`src/rtl/apu_pkg.sv`:
```
// Shared APU package: length-counter load table, NTSC/PAL noise period
// tables, register address constants and a period lookup helper.
// Used by the noise channel and reusable by the other voices.
package apu_pkg;

  // Register offsets within a voice's four-byte window.
  localparam logic [1:0] ADDR_VOL    = 2'd0;
  localparam logic [1:0] ADDR_UNUSED = 2'd1;
  localparam logic [1:0] ADDR_PERIOD = 2'd2;
  localparam logic [1:0] ADDR_LENGTH = 2'd3;

  localparam int REGION_NTSC = 0;
  localparam int REGION_PAL  = 1;

  localparam logic [7:0] LEN_TABLE [32] = '{
    8'd10,  8'd254, 8'd20,  8'd2,   8'd40,  8'd4,   8'd80,  8'd6,
    8'd160, 8'd8,   8'd60,  8'd10,  8'd14,  8'd12,  8'd26,  8'd14,
    8'd12,  8'd16,  8'd24,  8'd18,  8'd48,  8'd20,  8'd96,  8'd22,
    8'd192, 8'd24,  8'd72,  8'd26,  8'd16,  8'd28,  8'd32,  8'd30
  };

  localparam logic [11:0] NTSC_PERIOD [16] = '{
    12'd4,   12'd8,   12'd16,  12'd32,  12'd64,   12'd96,   12'd128,  12'd160,
    12'd202, 12'd254, 12'd380, 12'd508, 12'd762,  12'd1016, 12'd2034, 12'd4068
  };

  localparam logic [11:0] PAL_PERIOD [16] = '{
    12'd4,   12'd8,   12'd14,  12'd30,  12'd60,   12'd88,   12'd118,  12'd148,
    12'd188, 12'd236, 12'd354, 12'd472, 12'd708,  12'd944,  12'd1890, 12'd3778
  };

  // Timer period in APU timer ticks for the selected region.
  function automatic logic [11:0] period_of(input int region, input logic [3:0] idx);
    return (region == REGION_PAL) ? PAL_PERIOD[idx] : NTSC_PERIOD[idx];
  endfunction

endpackage

```
`src/rtl/apu_envelope.sv`:
```
// APU envelope generator: start flag, divider and 4-bit decay level,
// clocked by the quarter-frame strobe. Shared by pulse and noise voices.
//   clk, rst_n  : clock, asynchronous active-low reset
//   qframe      : quarter-frame strobe
//   start_set   : request an envelope restart on the next qframe
//   loop        : reload decay to 15 after it reaches 0
//   n           : divider reload value (also the constant volume)
//   decay       : current decay level
module apu_envelope
  import apu_pkg::*;
(
  input  logic       clk,
  input  logic       rst_n,
  input  logic       qframe,
  input  logic       start_set,
  input  logic       loop,
  input  logic [3:0] n,
  output logic [3:0] decay
);

  logic       start;
  logic [3:0] div;

  always_ff @(posedge clk or negedge rst_n) begin
    if (!rst_n) begin
      start <= 1'b0;
      div   <= 4'd0;
      decay <= 4'd0;
    end else begin
      if (qframe) begin
        if (start) begin
          start <= 1'b0;
          decay <= 4'd15;
          div   <= n;
        end else if (div == 4'd0) begin
          div <= n;
          if (decay != 4'd0)
            decay <= decay - 4'd1;
          else if (loop)
            decay <= 4'd15;
        end else begin
          div <= div - 4'd1;
        end
      end
      // A restart request arriving with a qframe survives to the next qframe.
      if (start_set)
        start <= 1'b1;
    end
  end

endmodule

```
`src/rtl/noise_channel.sv`:
```
// APU noise voice: LFSR stepped by a period-table timer, envelope,
// length counter and CPU register write port.
//   clk, rst_n  : clock, asynchronous active-low reset
//   timer_ce    : APU timer tick
//   qframe      : quarter-frame strobe (envelope)
//   hframe      : half-frame strobe (length counter)
//   len_en      : channel enable; low clears and blocks the length counter
//   wr_en, wr_addr, wr_data : CPU register write port
//   dac         : 4-bit output level to the mixer
//   len_active  : length counter nonzero
module noise_channel
  import apu_pkg::*;
#(
  parameter int LFSR_W    = 15,
  parameter int TAP_LONG  = 1,
  parameter int TAP_SHORT = 6,
  parameter int REGION    = 0
) (
  input  logic       clk,
  input  logic       rst_n,
  input  logic       timer_ce,
  input  logic       qframe,
  input  logic       hframe,
  input  logic       len_en,
  input  logic       wr_en,
  input  logic [1:0] wr_addr,
  input  logic [7:0] wr_data,
  output logic [3:0] dac,
  output logic       len_active
);

  logic [5:0]        r0;      // {halt/loop, const, n[3:0]}
  logic              mode;
  logic [3:0]        pidx;
  logic [11:0]       timer;
  logic [LFSR_W-1:0] lfsr;
  logic [7:0]        length;
  logic [3:0]        decay;
  logic              fb;
  logic              wr_len;
  logic              load_len;

  assign wr_len   = wr_en && (wr_addr == ADDR_LENGTH);
  assign load_len = wr_len && len_en;

  always_comb begin
    fb = lfsr[0] ^ (mode ? lfsr[TAP_SHORT] : lfsr[TAP_LONG]);
  end

  apu_envelope u_env (
    .clk       (clk),
    .rst_n     (rst_n),
    .qframe    (qframe),
    .start_set (load_len),
    .loop      (r0[5]),
    .n         (r0[3:0]),
    .decay     (decay)
  );

  always_ff @(posedge clk or negedge rst_n) begin
    if (!rst_n) begin
      r0     <= 6'd0;
      mode   <= 1'b0;
      pidx   <= 4'd0;
      timer  <= 12'd0;
      lfsr   <= LFSR_W'(1);
      length <= 8'd0;
      dac    <= 4'd0;
    end else begin
      if (wr_en) begin
        case (wr_addr)
          ADDR_VOL:    r0 <= wr_data[5:0];
          ADDR_PERIOD: begin
            mode <= wr_data[7];
            pidx <= wr_data[3:0];
          end
          default: ;
        endcase
      end

      // Period writes only affect the next reload; the running count is kept.
      if (timer_ce) begin
        if (timer == 12'd0) begin
          timer <= period_of(REGION, pidx) - 12'd1;
          lfsr  <= {fb, lfsr[LFSR_W-1:1]};
        end else begin
          timer <= timer - 12'd1;
        end
      end

      // A length load beats a same-cycle half-frame decrement.
      if (!len_en)
        length <= 8'd0;
      else if (load_len)
        length <= LEN_TABLE[wr_data[7:3]];
      else if (hframe && (length != 8'd0) && !r0[5])
        length <= length - 8'd1;

      dac <= (lfsr[0] || (length == 8'd0)) ? 4'd0 : (r0[4] ? r0[3:0] : decay);
    end
  end

  assign len_active = (length != 8'd0);

endmodule

```
`config.mk`:
```
export PLATFORM = sky130hd
export DESIGN_NAME = noise_channel
export DESIGN_NICKNAME = d
export VERILOG_FILES = /design/src/rtl/apu_pkg.sv /design/src/rtl/apu_envelope.sv /design/src/rtl/noise_channel.sv
export SDC_FILE = /design/constraint.sdc
export NUM_CORES = 1
export LEC_CHECK = 0
export BUFFER_PORTS_ARGS = -buffer_cell sky130_fd_sc_hd__clkbuf_2
export CORE_MARGIN = 2
export CORE_UTILIZATION = 55
export CTS_BUF_LIST = sky130_fd_sc_hd__clkbuf_4 sky130_fd_sc_hd__clkbuf_8
export DETAILED_ROUTE_END_ITERATION = 16
export PLACE_DENSITY = 0.86
export SKIP_LAST_GASP = 1
export SLEW_MARGIN = 40
export SYNTH_ARGS = -nofsm -noshare
export SYNTH_HDL_FRONTEND = slang
export SYNTH_HIERARCHICAL = 1
export SYNTH_SLANG_ARGS = --single-unit
```
`constraint.sdc`:
```
create_clock -name clk -period 1.92 [get_ports clk]
set_input_delay 0.384 -clock clk [delete_from_list [all_inputs] [get_ports clk]]
set_output_delay 0.384 -clock clk [all_outputs]
set_load 0.005 [all_outputs]
```
; After elaboration in Yosys (flattened, before gate mapping)
; Memories as Yosys holds them, arrays and structs flattened.
; Cells that the tools add are included.
[totals]
out_inout_bits = 5
romBits = 448
memories = 2
register_bits = 59
inputBits = 17
wordCells = 63
[classes]
n_reduce_logical = 19
magnitude_cmp = 2
n_eq_ne = 3
n_addsub = 5
n_mux = 19
bitwise = 3
[memory_table]
columns = memory, words, width, rd, rd_clocked_by_memory_dff, wr, line_no
row1 = (no name shown), 32, 8, 1, 0, 0, noise_channel.sv:95  ; length <= LEN_TABLE[wr_data[7:3]];
row2 = (no name shown), 16, 12, 1, 0, 0, apu_pkg.sv:34  ; return (region == REGION_PAL) ? PAL_PERIOD[idx] : NTSC_PERIOD[idx];
[ops]
columns = operator, count
row1 = 8-bit two-way mux, 5
row2 = 12-bit two-way mux, 3
row3 = 4-bit two-way mux, 8
row4 = "12-bit by 1-bit subtractor with 12-bit output, second input constant", 2
row5 = 12-bit zero test, 1
row6 = 8-bit zero test, 1
row7 = 8-bit nonzero test, 1
row8 = "4-bit by 1-bit subtractor with 4-bit output, second input constant", 2
row9 = "8-bit by 1-bit subtractor with 8-bit output, second input constant", 1
row10 = "6-bit greater-or-equal comparator, second input constant", 1
row11 = 5-bit inverter with 6-bit output, 1
row12 = 2-bit AND reduction, 3
row13 = "5-bit greater-or-equal comparator, second input constant", 1
row14 = 4-bit inverter with 5-bit output, 1
row15 = "2-bit == test, second input constant", 2
row16 = 1-bit logical AND, 4
row17 = 4-bit zero test, 1
row18 = 2-bit nonzero test, 2
row19 = 4-bit nonzero test, 1
row20 = 1-bit two-way mux, 3
row21 = "3-bit by 1-bit != test with 1-bit output, second input constant", 1
row22 = 3-bit AND reduction, 1
row23 = 3-bit nonzero test, 1
row24 = 2-bit zero test, 1
row25 = 3 further kinds, 3

; Depth between registers and ports, before layout
[depth]
depth_word = 6
ltp_mapped = 10
mapped_depth_nobuf = 10

; Cells and area by module
; The synthesis kept the hierarchy.
[by_module_without_submodules]
columns = mod, seq_area_each_um2, area_each_um2, cells_each, n_inst
row1 = noise_channel, 1252.5, 2990.4, 305, 1
row2 = apu_envelope, 225.2, 555.5, 63, 1

; Least setup slack after synthesis
; OpenSTA, ideal clock, no wires.
[synth_timing]
path_type = flip-flop to flip-flop
start = reg pidx[1]
end = reg timer[5]
synth_period_minus_slack_ns = 2.059
path_slack_ns = -0.139
arrival_time_ns = 1.933
t_required_ns = 1.794
path_buffers = 1
setup_time_ns = 0.126
path_stages_with_launch = 9
cell_sequence = dfrtp_1 > buf_1 > nor4_1 > a21oi_1 > ha_1 > nor2b_1 > a211oi_1 > nor4_1 > a221o_1
[synth_between]
elab_chain_len = 6
[synth_rtl]
columns = element, line_no
row1 = "start, declared", noise_channel.sv:34  ; logic [3:0] pidx;
row2 = "start signal, assigned", noise_channel.sv:75  ; pidx <= wr_data[3:0];
row3 = 4-bit inverter with 5-bit output (implied by the code), apu_pkg.sv:34
row4 = memory 16 x 12 bit, --
row5 = 12-bit two-way mux (implied by the code) (2 in a row), apu_pkg.sv:34
row6 = 12-bit by 1-bit subtractor with 12-bit output, noise_channel.sv:84  ; timer <= period_of(REGION, pidx) - 12'd1;
row7 = 12-bit two-way mux, noise_channel.sv:83  ; if (timer == 12'd0) begin
row8 = "end signal, assigned", noise_channel.sv:84
row9 = "end signal, assigned", noise_channel.sv:87  ; timer <= timer - 12'd1;
row10 = "end, declared", noise_channel.sv:35  ; logic [11:0] timer;
; Every way passes these cells. The select of a mux whose other input is x is not followed.
; A chain may end at the register's enable or synchronous reset.

; Worst setup path in the final report
[layout_timing]
start = reg pidx[0]
end = reg timer[7]
; Same word-level chain as after synthesis.

==> impl_results.md <==
* Status: finished with violations
* Failing checks: setup timing
* Worst Setup Start Kind: register
* CTS tree: built
* Via count at 3140
* Synth-to-Final Area Change at 20.5%
* Syn nets at 398
* Area leader, netlist: dfrtp_1
* Synth top area cells: dfrtp_1 (41%), mux2_2 (5.1%), ha_1 (4.6%)
* Final Hold Fails at 0
* Final wirelength at 8640 um
* Drt first pass iters at 5
* Vias per inst at 6.23
* Grt total ovfl at 0
* CTS root buffer: clkbuf_8
* RSZ-0062 raised after global routing: true
* Worst-margin pin slew at 0.539 ns
* Syn Std Cell Area at 3550 um2
* Core ar. at 6280 um2
* Util after Layout at 68.1%
* Yosys cell types at 62
* Layout cells sized above 1 at 29.0%
* CP endpoint kind: register
* Worst Hold Class: input port to asynchronous set/reset pin
* Top_reg_cell synth: dfrtp_1
* Max-slew headroom at the worst pin at 64.1%
* CTS clock-pin slew for the worst setup and hold paths at 0.08 ns
* Total Routing Usage GR at 25.3%
* Sequential fraction of the synthesis area at 41.7%
* Initial antenna violation count at 0
* Final Setup Violations at 2
* Top cell type's share of synthesized area at 40.9%
* Hold buffers post-CTS at 0
* PnR Total Power at 5.10 mW
* FF-to-FF path depth at 8
* Initial drt markers at 161
* Post-layout min period at 1.96 ns
* FFs w/ async S/R, synth at 100%
* Crit. Startpoint: pidx[0]
* DPL Wire Length at 5780 um
* Final antenna diode count at 0
* Die span in x at 84.3 um
* TritonCTS Buffers at 9
* Pins Over Slew Limit at 0
* Setup WS post-layout at -0.0390 ns
* Post-route cell area at 4270 um2
* Final ANT Viol Nets at 0
* Worst-Skew Late Latency at 0.34 ns
* Fin crit share at 102%
* Kind of critical path: register to register
* H-tree Lvls at 3
* Die area at 7110 um2
* Clock buffer depth at 2
* DP Worst Slack at -0.0495 ns
* WP data arrival at 2.24 ns
* Final nets at 452
* YS warnings at 6
* Largest net degree at the start of global routing at 26
* RePlAce Congestion at 0.868
* Syn avg cell area at 9.64 um2
* Seq cells post-synth at 59
* Worst-case clock skew at 0.0118 ns
* Critical Path RT at 2.21 ns
* Row count at 29
* Maximum fanout along the worst path at 5
* Die height at 84.3 um
* RR Startpoint: pidx[0]
* First-pass GRT wire length at 14500 um
* Drc violations at 0
* Post-synth EDFFs at 0
* Mapped Cells at 368
* Initial core utilization at 56.5%
* Max IR drop VDD at 0.000860 V
* PwrDens at 1190 nW/um2
* Max-cap violations at 0
* Ports at 22
* Fmax at 510 MHz
* Area after DPL at 3930 um2
* Post-DR wirelength/cell at 17.1 um
* Number of global-route vias before repair at 3116
* Leakage at 1.95 nW
* CTS sink cnt at 59
* IO Port Bufs at 21
## repair_timing
| action | CTS | global route |
|---|---|---|
| buffers inserted | 1 | 7 |
| gates resized for setup | 2 | 12 |
| pin swaps | 1 | 6 |
| endpoints found under the setup margin | 3 | 22 |
## layout by cell type, fill, tap and decap left out, types with 4 or more instances in the layout
master	count
clkbuf_2	21
mux2i_1	6
o21a_1	4
nand3b_1	6
o21ai_0	27
nor2_1	27
nor2b_1	4
dfrtp_1	55
nand2b_1	7
nor3b_1	5
nand3_1	15
a22oi_1	4
a21oi_1	15
nand2_1	25
a31oi_1	10
ha_1	12
mux2_4	8
buf_4	37
inv_1	18
mux2_2	16
nor4_1	4
clkbuf_8	10
nor3_1	8
nand4_1	6
## cells by family (layout without fill, tap and decap cells)
family                   Yosys count  after routing  synth area share (%)
XOR/XNOR                           6              6                  1.48
AO/OA/AOI/OAI                     93             93                  17.3
AND/OR/NAND/NOR                  130            130                  20.0
flip-flops                        59             59                  41.7
multiplexers                      30             30                  10.2
adder cells (fa/ha/maj)           14             14                  4.87
buffers and inverters             36             95                  4.59
## power breakdown
group	switching (mW)	internal (mW)	total, mW	leakage [nW]
clock	0.534	0.766	1.30	0.108
sequential	0.351	1.56	1.92	0.743
combinational	0.977	0.910	1.89	1.10
total	1.86	3.24	5.10	1.95
## cell usage after synthesis, drive strengths merged, types with 8 or more instances
master	n
nor3b	8
nor2	27
mux2	24
a21oi	15
a31oi	11
dfrtp	58
ha	13
inv	18
nand3	16
clkbuf	11
o21ai	27
nor3	9
nand2	26
## worst max-delay path, cell delays in order (launching register included)
cell and delay [ns]:
dfrtp_1 0.42, nor4_2 0.34, a21oi_1 0.08, ha_2 0.21, nor2b_2 0.17, a221oi_1 0.27, o22ai_1 0.14, nand3_1 0.10
o2111a_1 0.18
## metal layers
layer  part of all wire, %  up-vias  GRT usage (%)
met3                   4.9       26           6.19
met4                   2.4        0           10.6
met5                     0        -              0
met1                    42     1543           31.6
met2                    51      115           42.3
li1                      -     1456              -
## layout make-up
cell class,count,area [um2]
Clock inverter,6,88.8
Inverter,18,67.6
Timing Repair Buffer,61,434
Sequential cell,59,1480
Clock buffer,10,138
Fill cell,473,2000
Tap cell,77,96.3
Multi-Input combinational cell,273,1970
## per-stage QoR
stage | std cells | setup TNS (ns) | hold WS (ns)
2_1_floorplan | 368 | 0 | 0.0884
4_1_cts | 497 | 0 | 0.0136
5_1_grt | 504 | -0.392 | 0.0461
6_report | 504 | -0.0485 | 0.0102
3_3_place_gp | 480 | 0 | 0.381
3_5_place_dp | 480 | -0.0917 | 0.388
## registers in the layout, indices dropped and copies added (netlist names)
name         count
lfsr            15
length           8
mode             1
timer           12
pidx             4
dac              4
u_env/div        4
r0               6
u_env/decay      4
u_env/start      1
## path summary, 6_finish.rpt
check                            to  slack (ns)
hold / removal             timer[2]        0.01
setup reg to reg           timer[7]       -0.04
setup / recovery           timer[7]       -0.04
min in group clk              r0[1]        0.30
hold reg to reg            lfsr[14]        0.50
max in group asynchronous   lfsr[0]        1.31
No activity file was read; power rests on OpenSTA's default activity.
